### src/rtl/reg_file.sv
// Architectural register file with per-register busy/tag rename state for a ROB-based core.
// Optional macro REG_FILE_BYPASS_EN forwards a matching commit straight onto the read ports.
module reg_file #(
   parameter int TAG_W = 4
) (
   input  logic             clk,
   input  logic             rst,
   input  logic             rdy,
   input  logic             rollback,
   input  logic             issue,
   input  logic [4:0]       issue_rd,
   input  logic [TAG_W-1:0] issue_rob_pos,
   input  logic             reg_write,
   input  logic [4:0]       reg_rd,
   input  logic [31:0]      reg_val,
   input  logic [TAG_W-1:0] commit_rob_pos,
   input  logic [4:0]       rs1,
   input  logic [4:0]       rs2,
   output logic [31:0]      rs1_val,
   output logic [31:0]      rs2_val,
   output logic             rs1_busy,
   output logic             rs2_busy,
   output logic [TAG_W-1:0] rs1_tag,
   output logic [TAG_W-1:0] rs2_tag
);

   logic [31:0]      val [32];
   logic [31:0]      busy;
   logic [TAG_W-1:0] tag [32];

   logic commit_en;
   logic issue_en;

   assign commit_en = reg_write && (reg_rd != 5'd0);
   assign issue_en  = issue && (issue_rd != 5'd0);

   // Issue is applied after the commit so that a same-register collision keeps the new producer.
   always_ff @(posedge clk) begin
      if (!rst) begin
         for (int i = 0; i < 32; i++) begin
            val[i] <= '0;
            tag[i] <= '0;
         end
         busy <= '0;
      end else if (rdy) begin
         if (commit_en) begin
            val[reg_rd] <= reg_val;
            if (tag[reg_rd] == commit_rob_pos) begin
               busy[reg_rd] <= 1'b0;
            end
         end
         if (rollback) begin
            busy <= '0;
         end else if (issue_en) begin
            busy[issue_rd] <= 1'b1;
            tag[issue_rd]  <= issue_rob_pos;
         end
      end
   end

`ifdef REG_FILE_BYPASS_EN
   logic hit1;
   logic hit2;

   assign hit1 = commit_en && (rs1 == reg_rd) && busy[rs1] && (tag[rs1] == commit_rob_pos);
   assign hit2 = commit_en && (rs2 == reg_rd) && busy[rs2] && (tag[rs2] == commit_rob_pos);
`endif

   always_comb begin
      rs1_val  = '0;
      rs1_busy = 1'b0;
      rs1_tag  = '0;
      if (rs1 != 5'd0) begin
         rs1_val  = val[rs1];
         rs1_busy = busy[rs1];
         rs1_tag  = tag[rs1];
`ifdef REG_FILE_BYPASS_EN
         if (hit1) begin
            rs1_val  = reg_val;
            rs1_busy = 1'b0;
            rs1_tag  = '0;
         end
`endif
      end
   end

   always_comb begin
      rs2_val  = '0;
      rs2_busy = 1'b0;
      rs2_tag  = '0;
      if (rs2 != 5'd0) begin
         rs2_val  = val[rs2];
         rs2_busy = busy[rs2];
         rs2_tag  = tag[rs2];
`ifdef REG_FILE_BYPASS_EN
         if (hit2) begin
            rs2_val  = reg_val;
            rs2_busy = 1'b0;
            rs2_tag  = '0;
         end
`endif
      end
   end

endmodule

### config.mk
export PLATFORM = sky130hd
export DESIGN_NAME = reg_file
export DESIGN_NICKNAME = d
export VERILOG_FILES = /design/src/rtl/reg_file.sv
export SDC_FILE = /design/constraint.sdc
export NUM_CORES = 2
export LEC_CHECK = 0
export CORE_MARGIN = 10
export CORE_UTILIZATION = 35
export DETAILED_ROUTE_END_ITERATION = 16
export GPL_TIMING_DRIVEN = 0
export PLACE_DENSITY = 0.61
export SETUP_SLACK_MARGIN = 0.05
export SYNTH_ARGS = -nofsm -noshare
export SYNTH_HDL_FRONTEND = slang
export SYNTH_SLANG_ARGS = --single-unit
### constraint.sdc
create_clock -name clk -period 4.76 [get_ports clk]
set_input_delay 0.476 -clock clk [delete_from_list [all_inputs] [get_ports clk]]
set_output_delay 0.476 -clock clk [all_outputs]
set_load 0.01 [all_outputs]
==> out/qor.yml <==
start_util_pct: 35.2
timing.final.crit_share_pct: 99.7
slowest_delay_ns: 0.86
yosysTopAreaCell: "edfxtp_1"
dp_hpwl_um: 176000
critPathTopFamily: "buffers and inverters"
port_buffers: 129
grt_pass1_wl_um: 330000
area_growth_pct: 15.9
cts.hold.buffers_added: 0
cpMostUsedCell: "mux4_2"
cp-start-kind: "input port"
core-area_sq_um: 183000
holdWs_ns: 0.458
r2r-end: "busy[18]$_SDFFE_PN0P_"
rrSetupSlack_ns: 1.92
holdPathStages: 2
synth_edf_count: 1152
ys_ff_latch: 1184
vdd_drop_max_uv: 407
fin_crit_ns: 4.75
dieWidth_um: 448
cts_buffers: 136
ant_nets: 0
synth_common_cells: "edfxtp_1 (1152), and2_1 (1118), mux4_2 (740), clkbuf_1 (298), mux2i_1 (138)"
vias_per_cell: 6.04
clock_skew_ns: 0.0281
grt_usage_pct: 23.6
rsz0062_at_grt: "no"
violations: "capacitance limit, slew limit"
drc: 0
max_freq_ghz: 0.211
finalSetupViolations: 0
fin_area_sq_um: 74400
cts_tree: "built"
synthFlopType: "edfxtp_1"
worst_slew_pin_slew_ns: 1.50
slowest_stage: "buf_1"
ioPinCount: 140
end_kind: "output pin"
routed_wl_um: 241000
dpl_cell_area_sq_um: 70200
r2r-start: "tag[12][2]$_SDFFCE_PN0P_"
grt_pass1_vias: 41576
clkLatencyLatePin_ns: 0.80
reg2reg_depth: 9
clock_sinks: 1184
clockBufferDepth: 3
hold_viol_final: 0
status: "finished, violations left"
row_count: 157
powerDensity_nw_per_um2: 351
final_core_util_pct: 40.8
hold_class: "in2reg"
first_iter_violations: 5915
drv_slew: 1
syn_avg_cell_area_sq_um: 16.0
antenna_found_initial: 14
slew-limit-headroom_pct: -0.675
htreeDepth: 4
netlist_area_sq_um: 64200
synth_area_leaders: "edfxtp_1 (54%), mux4_2 (26%), and2_1 (11%)"
num_vias: 41483
critical_path_depth: 8
drive_gt1_share_pct: 26.2
crit_chain: "buf_2, clkdlybuf4s15_2, buf_1, mux4_2, mux4_2, mux2i_1, nor2_1, clkdlybuf4s50_1"
wl_per_cell_um: 35.0
setup_tns_ns: 0
path_buf_inv: 4
die-area_sq_um: 201000
grt_max_degree: 22
cts-root-buf: "clkbuf_16"
required_ns: 4.28
max_cap_viol_count: 1
clk_pin_slew_ns: 0.05
dr.pass1.iters: 6
worstPathArrival_ns: 4.27
layout.nets: 4433
die_y_um: 448
crit_end: "rs2_val[0]"
startpoint: "rs2[1]"
ys_seq_area_share_pct: 54.9
synth_top_area_share_pct: 53.9
p_leak_uw: 0.0249
crit_path_max_fanout: 11
synth_most_common_cell: "edfxtp_1"
gp_congestion: 0.957
async_reset_ff_share_pct: 0
synthCells: 4013
yosys_warnings: 0
grt-ovfl-total: 0
ys_types: 32
crit_type: "in2out"
[timing repair]
item	in CTS	in global routing
endpoints found under the setup margin	74	5
buffers inserted	0	0
gates cloned	0	0
gates resized for setup	40	13
[worst min path at each step]
stage                               from                        to  slack [ns]
detailed placement  busy[0]$_SDFFE_PN0P_      busy[0]$_SDFFE_PN0P_        0.47
global placement    busy[0]$_SDFFE_PN0P_      busy[0]$_SDFFE_PN0P_        0.46
CTS                          reg_val[19]  val[9][19]$_SDFFCE_PN0P_        0.42
finish                       reg_val[19]  val[9][19]$_SDFFCE_PN0P_        0.46
floorplan           busy[0]$_SDFFE_PN0P_      busy[0]$_SDFFE_PN0P_        0.44
global route                 reg_val[21]  val[9][21]$_SDFFCE_PN0P_        0.49
[stage by stage]
| step | setup WS (ns) | cells | total power, uW |
|---|---|---|---|
| 2_1_floorplan | 0.542 | 4048 | 14400 |
| 3_3_place_gp | -4.82 | 6562 | 16000 |
| 3_5_place_dp | -0.812 | 6614 | 16100 |
| 4_1_cts | 0.0516 | 6854 | 26100 |
| 5_1_grt | 0.0511 | 6856 | 26700 |
| 6_report | 0.0135 | 6867 | 26100 |
[sequential cells by signal (all words and copies together), names as in the netlist]
name  flops
busy     32
tag     128
val    1024
[cell type report]
class                      instances  area (sq um)
tap                             2385          2980
antenna                           13          32.5
fill                           16539        108000
clock inverter                    61           489
sequential                      1184         35200
clock buffer                     179          3670
inverter                           2          7.51
buffer                           426          1920
timing repair buffer             181          2460
multi-input combinational       2436         27600
[report_power, final]
| part | switching [uW] | internal [uW] | leakage [uW] | total, uW |
|---|---|---|---|---|
| registers | 283 | 12000 | 0.0112 | 12200 |
| clock network | 4440 | 5750 | 0.00203 | 10200 |
| logic | 2020 | 1640 | 0.0117 | 3670 |
| total | 6740 | 19400 | 0.0249 | 26100 |
[routing by layer]
metal | routed length (um) | global-route usage, % | up-vias
li1 | - | - | 16303
met1 | 88500 | 29.6 | 21796
met2 | 112000 | 37.2 | 2763
met3 | 24600 | 5.93 | 617
met4 | 15300 | 13.2 | 4
met5 | 22 | 0 | -
[layout by cell type (no fill, tap or decap), types with 13 or more instances in the layout]
cell,netlist,final
edfxtp_1,1152,1152
and2_1,1118,1118
mux4_2,740,740
clkbuf_1,298,305
clkbuf_16,0,141
mux2i_1,138,138
nor2_1,137,136
clkdlybuf4s50_1,0,129
buf_2,69,69
conb_1,1,36
clkbuf_2,0,34
nor3_1,34,34
a21oi_1,33,33
a22oi_1,32,32
dfxtp_1,32,32
o21ai_4,0,31
a21oi_2,30,30
buf_12,0,30
o21ai_0,60,29
clkinv_1,0,25
nand3_1,23,23
buf_1,33,22
buf_16,0,19
clkinv_2,0,16
buf_4,15,15
diode_2,0,13
[cells by family after synthesis]
| family | synth area share, % |
|---|---|
| flip-flops | 54.9 |
| AND/OR/NAND/NOR | 12.6 |
| XOR/XNOR | 0.0545 |
| AO/OA/AOI/OAI | 1.53 |
| other | 0.00584 |
| multiplexers | 28.1 |
| buffers and inverters | 2.85 |
Note: power is estimated with default switching activity, not from simulation.
